### config.mk
export PLATFORM = sky130hd
export DESIGN_NAME = mc_controller_flat
export DESIGN_NICKNAME = d
export VERILOG_FILES = /design/src/rtl/mc_controller_if.sv /design/src/rtl/mc_controller.sv /design/src/flat_wrapper.sv
export SDC_FILE = /design/constraint.sdc
export NUM_CORES = 1
export LEC_CHECK = 0
export BUFFER_PORTS_ARGS = -buffer_cell sky130_fd_sc_hd__clkbuf_2
export CAP_MARGIN = 5
export CORE_MARGIN = 2
export CORE_UTILIZATION = 45
export DETAILED_ROUTE_END_ITERATION = 8
export HOLD_SLACK_MARGIN = 0.1
export PLACE_DENSITY = 0.81
export SYNTH_ARGS = -nofsm -noshare
export SYNTH_HDL_FRONTEND = slang
export SYNTH_SLANG_ARGS = --single-unit
### constraint.sdc
create_clock -name clk -period 4.36 [get_ports clk]
set_clock_uncertainty 0.15 [all_clocks]
set_input_delay 0.218 -clock clk [delete_from_list [all_inputs] [get_ports clk]]
set_output_delay 0.218 -clock clk [all_outputs]
set_load 0.02 [all_outputs]
### src/rtl/mc_controller_if.sv
// mc_controller_if: control bus between the multicycle MIPS controller and its datapath.
// Ports: op/funct/zero flow from datapath to controller; every select, enable,
// ALU control, zeroext, illegal pulse and the debug state flow back.
interface mc_controller_if;
    logic [5:0] op;
    logic [5:0] funct;
    logic       zero;
    logic       pcen;
    logic       memwrite;
    logic       irwrite;
    logic       regwrite;
    logic       iord;
    logic       memtoreg;
    logic       regdst;
    logic       alusrca;
    logic [1:0] alusrcb;
    logic [1:0] pcsrc;
    logic [2:0] alucontrol;
    logic       zeroext;
    logic       illegal;
    logic [3:0] state;
    modport master (
        input  op, funct, zero,
        output pcen, memwrite, irwrite, regwrite, iord, memtoreg, regdst,
               alusrca, alusrcb, pcsrc, alucontrol, zeroext, illegal, state
    );
    modport slave (
        output op, funct, zero,
        input  pcen, memwrite, irwrite, regwrite, iord, memtoreg, regdst,
               alusrca, alusrcb, pcsrc, alucontrol, zeroext, illegal, state
    );
endinterface

### src/rtl/mc_controller.sv
// mc_controller: Moore control FSM plus ALU decoder for the multicycle MIPS datapath.
// Ports: clk, reset (sync, active-high), bus (mc_controller_if.master) carrying
// op/funct/zero in and all datapath controls out. Macro MC_ORI_EN adds ori support.
module mc_controller (
    input  logic               clk,
    input  logic               reset,
    mc_controller_if.master    bus
);
    typedef enum logic [3:0] {
        FETCH   = 4'd0,
        DECODE  = 4'd1,
        MEMADR  = 4'd2,
        MEMRD   = 4'd3,
        MEMWB   = 4'd4,
        MEMWR   = 4'd5,
        RTYPEEX = 4'd6,
        RTYPEWB = 4'd7,
        BEQEX   = 4'd8,
        ADDIEX  = 4'd9,
        ADDIWB  = 4'd10,
        JEX     = 4'd11,
        ORIEX   = 4'd12,
        ORIWB   = 4'd13
    } state_t;

    state_t     st, nx, cur;
    logic       pcwrite, branch, memwrite, irwrite, regwrite, iord, memtoreg;
    logic       regdst, alusrca, zeroext, illegal;
    logic [1:0] alusrcb, pcsrc, aluop;
    logic [2:0] funct_ctl;

    always_ff @(posedge clk) begin
        st <= reset ? FETCH : nx;
    end

    // While reset is held the outputs decode as FETCH; enables are masked below.
    assign cur = reset ? FETCH : st;

    always_comb begin
        nx       = FETCH;
        pcwrite  = 1'b0;
        branch   = 1'b0;
        memwrite = 1'b0;
        irwrite  = 1'b0;
        regwrite = 1'b0;
        iord     = 1'b0;
        memtoreg = 1'b0;
        regdst   = 1'b0;
        alusrca  = 1'b0;
        alusrcb  = 2'b00;
        pcsrc    = 2'b00;
        aluop    = 2'b00;
        zeroext  = 1'b0;
        illegal  = 1'b0;
        case (cur)
            FETCH: begin
                alusrcb = 2'b01;
                irwrite = 1'b1;
                pcwrite = 1'b1;
                nx      = DECODE;
            end
            DECODE: begin
                alusrcb = 2'b11;
                case (bus.op)
                    6'b100011, 6'b101011: nx = MEMADR;
                    6'b000000:            nx = RTYPEEX;
                    6'b000100:            nx = BEQEX;
                    6'b001000:            nx = ADDIEX;
                    6'b000010:            nx = JEX;
`ifdef MC_ORI_EN
                    6'b001101:            nx = ORIEX;
`endif
                    default:              illegal = 1'b1;
                endcase
            end
            MEMADR: begin
                alusrca = 1'b1;
                alusrcb = 2'b10;
                nx      = bus.op == 6'b100011 ? MEMRD : MEMWR;
            end
            MEMRD: begin
                iord = 1'b1;
                nx   = MEMWB;
            end
            MEMWB: begin
                memtoreg = 1'b1;
                regwrite = 1'b1;
            end
            MEMWR: begin
                iord     = 1'b1;
                memwrite = 1'b1;
            end
            RTYPEEX: begin
                alusrca = 1'b1;
                aluop   = 2'b10;
                nx      = RTYPEWB;
            end
            RTYPEWB: begin
                regdst   = 1'b1;
                regwrite = 1'b1;
            end
            BEQEX: begin
                alusrca = 1'b1;
                aluop   = 2'b01;
                pcsrc   = 2'b01;
                branch  = 1'b1;
            end
            ADDIEX: begin
                alusrca = 1'b1;
                alusrcb = 2'b10;
                nx      = ADDIWB;
            end
            ADDIWB: regwrite = 1'b1;
            JEX: begin
                pcsrc   = 2'b10;
                pcwrite = 1'b1;
            end
`ifdef MC_ORI_EN
            ORIEX: begin
                alusrca = 1'b1;
                alusrcb = 2'b10;
                aluop   = 2'b11;
                zeroext = 1'b1;
                nx      = ORIWB;
            end
            ORIWB: begin
                regwrite = 1'b1;
                zeroext  = 1'b1;
            end
`endif
            default: nx = FETCH;
        endcase
    end

    // Unknown R-type funct codes fall back to add rather than trapping.
    assign funct_ctl = bus.funct == 6'b100010 ? 3'b110 :
                       bus.funct == 6'b100100 ? 3'b000 :
                       bus.funct == 6'b100101 ? 3'b001 :
                       bus.funct == 6'b101010 ? 3'b111 : 3'b010;

    assign bus.alucontrol = aluop == 2'b00 ? 3'b010 :
                            aluop == 2'b01 ? 3'b110 :
                            aluop == 2'b11 ? 3'b001 : funct_ctl;

    assign bus.pcen     = ~reset & (pcwrite | (branch & bus.zero));
    assign bus.memwrite = ~reset & memwrite;
    assign bus.irwrite  = ~reset & irwrite;
    assign bus.regwrite = ~reset & regwrite;
    assign bus.illegal  = ~reset & illegal;
    assign bus.iord     = iord;
    assign bus.memtoreg = memtoreg;
    assign bus.regdst   = regdst;
    assign bus.alusrca  = alusrca;
    assign bus.alusrcb  = alusrcb;
    assign bus.pcsrc    = pcsrc;
    assign bus.state    = st;
`ifdef MC_ORI_EN
    assign bus.zeroext  = zeroext;
`else
    assign bus.zeroext  = 1'b0;
`endif
endmodule

### src/flat_wrapper.sv
// flat-port wrapper written by rule: the top's interface ports become plain ports
module mc_controller_flat 
  (clk, reset, bus_op, bus_funct, bus_zero, bus_pcen, bus_memwrite, bus_irwrite, bus_regwrite, bus_iord, bus_memtoreg, bus_regdst, bus_alusrca, bus_alusrcb, bus_pcsrc, bus_alucontrol, bus_zeroext, bus_illegal, bus_state);
  mc_controller_if bus_i ();
  input  logic clk;
  input  logic reset;
  input wire logic [$bits(bus_i.op)-1:0] bus_op;
  input wire logic [$bits(bus_i.funct)-1:0] bus_funct;
  input wire logic [$bits(bus_i.zero)-1:0] bus_zero;
  output wire logic [$bits(bus_i.pcen)-1:0] bus_pcen;
  output wire logic [$bits(bus_i.memwrite)-1:0] bus_memwrite;
  output wire logic [$bits(bus_i.irwrite)-1:0] bus_irwrite;
  output wire logic [$bits(bus_i.regwrite)-1:0] bus_regwrite;
  output wire logic [$bits(bus_i.iord)-1:0] bus_iord;
  output wire logic [$bits(bus_i.memtoreg)-1:0] bus_memtoreg;
  output wire logic [$bits(bus_i.regdst)-1:0] bus_regdst;
  output wire logic [$bits(bus_i.alusrca)-1:0] bus_alusrca;
  output wire logic [$bits(bus_i.alusrcb)-1:0] bus_alusrcb;
  output wire logic [$bits(bus_i.pcsrc)-1:0] bus_pcsrc;
  output wire logic [$bits(bus_i.alucontrol)-1:0] bus_alucontrol;
  output wire logic [$bits(bus_i.zeroext)-1:0] bus_zeroext;
  output wire logic [$bits(bus_i.illegal)-1:0] bus_illegal;
  output wire logic [$bits(bus_i.state)-1:0] bus_state;
  assign bus_i.op = bus_op;
  assign bus_i.funct = bus_funct;
  assign bus_i.zero = bus_zero;
  assign bus_pcen = bus_i.pcen;
  assign bus_memwrite = bus_i.memwrite;
  assign bus_irwrite = bus_i.irwrite;
  assign bus_regwrite = bus_i.regwrite;
  assign bus_iord = bus_i.iord;
  assign bus_memtoreg = bus_i.memtoreg;
  assign bus_regdst = bus_i.regdst;
  assign bus_alusrca = bus_i.alusrca;
  assign bus_alusrcb = bus_i.alusrcb;
  assign bus_pcsrc = bus_i.pcsrc;
  assign bus_alucontrol = bus_i.alucontrol;
  assign bus_zeroext = bus_i.zeroext;
  assign bus_illegal = bus_i.illegal;
  assign bus_state = bus_i.state;
  mc_controller u_core (.clk(clk), .reset(reset), .bus(bus_i));
endmodule
==> impl_metrics.env <==
export IMPL_status="completed"
export IMPL_r2r_end="u_core.bus.state[1]"
export IMPL_max_vdd_ir_drop_uv=125
export IMPL_dieWidth_um=40.0
export IMPL_power_frac_seq_pct=32.1
export IMPL_viasPerCell=5.78
export IMPL_hold_path_class="in2reg"
export IMPL_hold_start="bus_op[4]"
export IMPL_numPortBuffers=34
export IMPL_cts_hold_buf=0
export IMPL_p_comb_share_pct=32.3
export IMPL_first_pass_iters=4
export IMPL_cpMostUsedCell="or4b_4"
export IMPL_antenna_found_initial=0
export IMPL_synthToLayoutAreaGrowth_pct=29.6
export IMPL_setup_tns_final_ps=0
export IMPL_clkSinkCount=4
export IMPL_path_cells="nand3b_1 -> or4b_4 -> or4b_4 -> clkbuf_2"
export IMPL_cts_clk_slew_worst_paths_ps=40
export IMPL_synth_top_cell_by_area="dfxtp_1"
export IMPL_path_delay_family="simple AND/OR/NAND/NOR gates"
export IMPL_path_max_fanout=15
export IMPL_rr_startpoint="u_core.bus.state[1]"
export IMPL_avgSynthCellArea_um2=7.04
export IMPL_synth_edf_count=0
export IMPL_hpwl_um=1260
export IMPL_crit_required_ps=3990
export IMPL_setup_viol=0
export IMPL_yosysTopAreaCellShare_pct=13.7
export IMPL_rsz0062_at_grt="no"
export IMPL_drc=0
export IMPL_yosysMostFrequentCell="nor2_1"
export IMPL_yosys_register_bits=4
export IMPL_crit_path_top_delay_cell="dfxtp_1"
export IMPL_cts_max_level=1
export IMPL_syn_inst=83
export IMPL_route_vias_total=734
export IMPL_min_period_over_period_pct=61.0
export IMPL_drive_gt1_share_pct=38.1
export IMPL_grt_max_degree=17
export IMPL_yosysWarningCount=0
export IMPL_leakage_nw=0.350
export IMPL_fp_dieArea_um2=1600
export IMPL_post_cts_setup_buffers=0
export IMPL_synth_cell_area_um2=584
export IMPL_grt_ovfl_total=0
export IMPL_crit_buf_inv=1
export IMPL_cts_inserted_buffers=3
export IMPL_p_int_w=0.0000870
export IMPL_cts_resized=0
export IMPL_final_nets=130
export IMPL_diodes=0
export IMPL_drtIter0Drc=18
export IMPL_cts_tree="yes"
export IMPL_switchingPower_w=0.0000434
export IMPL_grt_pass1_wl_um=2390
export IMPL_io_pins=36
export IMPL_worst_slew_pin_slew_ps=610
export IMPL_design_core_area_um2=1160
export IMPL_hold_path_end="u_core.bus.state[3]"
export IMPL_fp_dieH_um=40.0
export IMPL_critPathCaptureType="output pin"
export IMPL_async_reset_ff_share_pct=0
export IMPL_fmax_mhz=376
export IMPL_power_density_nw_per_um2=172
export IMPL_switching_share_pct=33.3
export IMPL_yosysUniqueCellTypes=42
export IMPL_first_global_vias=583
export IMPL_drv_slew=0
export IMPL_post_drt_wl_per_cell_um=12.6
export IMPL_track_usage_pct=22.3
export IMPL_largest_reg_flops=4
export IMPL_layout_min_cycle_time_ps=2660
export IMPL_ant_nets=0
export IMPL_fin_util_pct=65.5
export IMPL_path_class="reg2out"
export IMPL_cts_root_buf="clkbuf_4"
export IMPL_num_rows=12
export IMPL_gp_congestion=0.761
export IMPL_netlist_top_cells_count="9 x nor2_1, 7 x nor3_1, 5 x nand3_1"
export IMPL_initial_core_util_pct=50.5
export IMPL_cpPeakStageDelay_ps=630
export IMPL_clk_latency_ps=240
export IMPL_hold_depth=4
export IMPL_synth_seq_area_share_pct=13.7
export IMPL_r2r_cells=3
export IMPL_worstSetupStartpointType="register"
export IMPL_finalHoldViolations=0
export IMPL_wl_um=1600
export IMPL_clkPwrFrac_pct=35.6
export IMPL_synthTopCellsByArea="dfxtp_1 14%, nor3_1 6.0%, nor2_1 5.8%"
export IMPL_r2r_slack_ps=2750
export IMPL_cp_arrival_ps=2290
export IMPL_synth_nets=98
export IMPL_synth_top_flop_cell="dfxtp_1"
export IMPL_cts_buffer_depth=2
export IMPL_cap_violations=0
export IMPL_slew_limit_headroom_pct=59.0
[logic make-up (layout without fill, tap and decap cells)]
kind of cell / count (synthesis) / after routing / share of synthesized area, %
DFF: 4 / 4 / 13.7
other: 1 / 1 / 0.642
buffers and inverters: 10 / 40 / 8.35
and+or+nand+nor: 46 / 46 / 49.3
xor gates and xnor gates: 4 / 4 / 6.00
muxes: 1 / 1 / 1.93
AOI/OAI and AO/OA: 17 / 17 / 20.1
[routing by layer]
layer  part of all wire [%]  GRT usage [%]  vias up
met5                      0              0        -
met4                    2.2           10.3        0
met3                    6.8           3.33        5
met2                     49           41.9       33
met1                     42           23.8      325
li1                       -              -      371
[final cells by class]
| type | count | area, um2 |
|---|---|---|
| fill | 113 | 399 |
| multi-input combinational | 69 | 455 |
| tap | 14 | 17.5 |
| inverter | 3 | 11.3 |
| clock buffer | 3 | 22.5 |
| sequential | 4 | 80.1 |
| timing repair buffer | 34 | 170 |
[power groups by stage]
| stage | Clock, W | Combinational [W] | Sequential, W |
|---|---|---|---|
| CTS | 0.0000471 | 0.0000423 | 0.0000418 |
| finish | 0.0000464 | 0.0000421 | 0.0000418 |
| floorplan | 0 | 0.0000285 | 0.0000409 |
| detailed placement | 0 | 0.0000421 | 0.0000423 |
| global placement | 0 | 0.0000414 | 0.0000422 |
| global route | 0.0000490 | 0.0000462 | 0.0000422 |
[metrics by stage]
| step | setup WS, ps | total power (W) | hold slack (ps) | area, um2 | cells |
|---|---|---|---|---|---|
| 2_1_floorplan | 2080 | 0.0000694 | 264 | 584 | 83 |
| 3_5_place_dp | 1970 | 0.0000843 | 421 | 734 | 124 |
| 3_3_place_gp | 2040 | 0.0000835 | 412 | 734 | 124 |
| 5_1_grt | 1560 | 0.000137 | 208 | 757 | 127 |
| 4_1_cts | 1710 | 0.000131 | 174 | 757 | 127 |
| 6_report | 1700 | 0.000130 | 179 | 757 | 127 |
[tightest hold or removal path: stages]
cell	delay (ps)
clkbuf_2	110
nor3_1	60
nand3_1	70
o22ai_1	60
[worst max path at each step]
stage,startpoint,endpoint,cells past startpoint
global route,u_core.bus.state[2],bus_alucontrol[1],4
CTS,u_core.bus.state[2],bus_alucontrol[1],4
floorplan,u_core.bus.state[0],bus_alucontrol[2],3
global placement,u_core.bus.state[2],bus_alucontrol[1],4
detailed placement,u_core.bus.state[2],bus_alucontrol[1],4
finish,u_core.bus.state[2],bus_alucontrol[1],4
[placed cells by master, fill, tap and decap left out, types with 2 or more instances in the layout]
| cell | instances |
|---|---|
| a21oi_1 | 2 |
| clkbuf_2 | 34 |
| clkbuf_4 | 3 |
| dfxtp_1 | 4 |
| inv_1 | 3 |
| nand2_1 | 2 |
| nand2b_1 | 2 |
| nand3_1 | 5 |
| nand3b_1 | 2 |
| nor2_1 | 9 |
| nor3_1 | 7 |
| nor4bb_1 | 3 |
| o211ai_1 | 2 |
| o21ai_0 | 4 |
| o21bai_1 | 2 |
| or3_1 | 2 |
| or4b_4 | 2 |
| xnor2_1 | 2 |
| xor2_1 | 2 |
No activity file was read; power rests on OpenSTA's default activity.
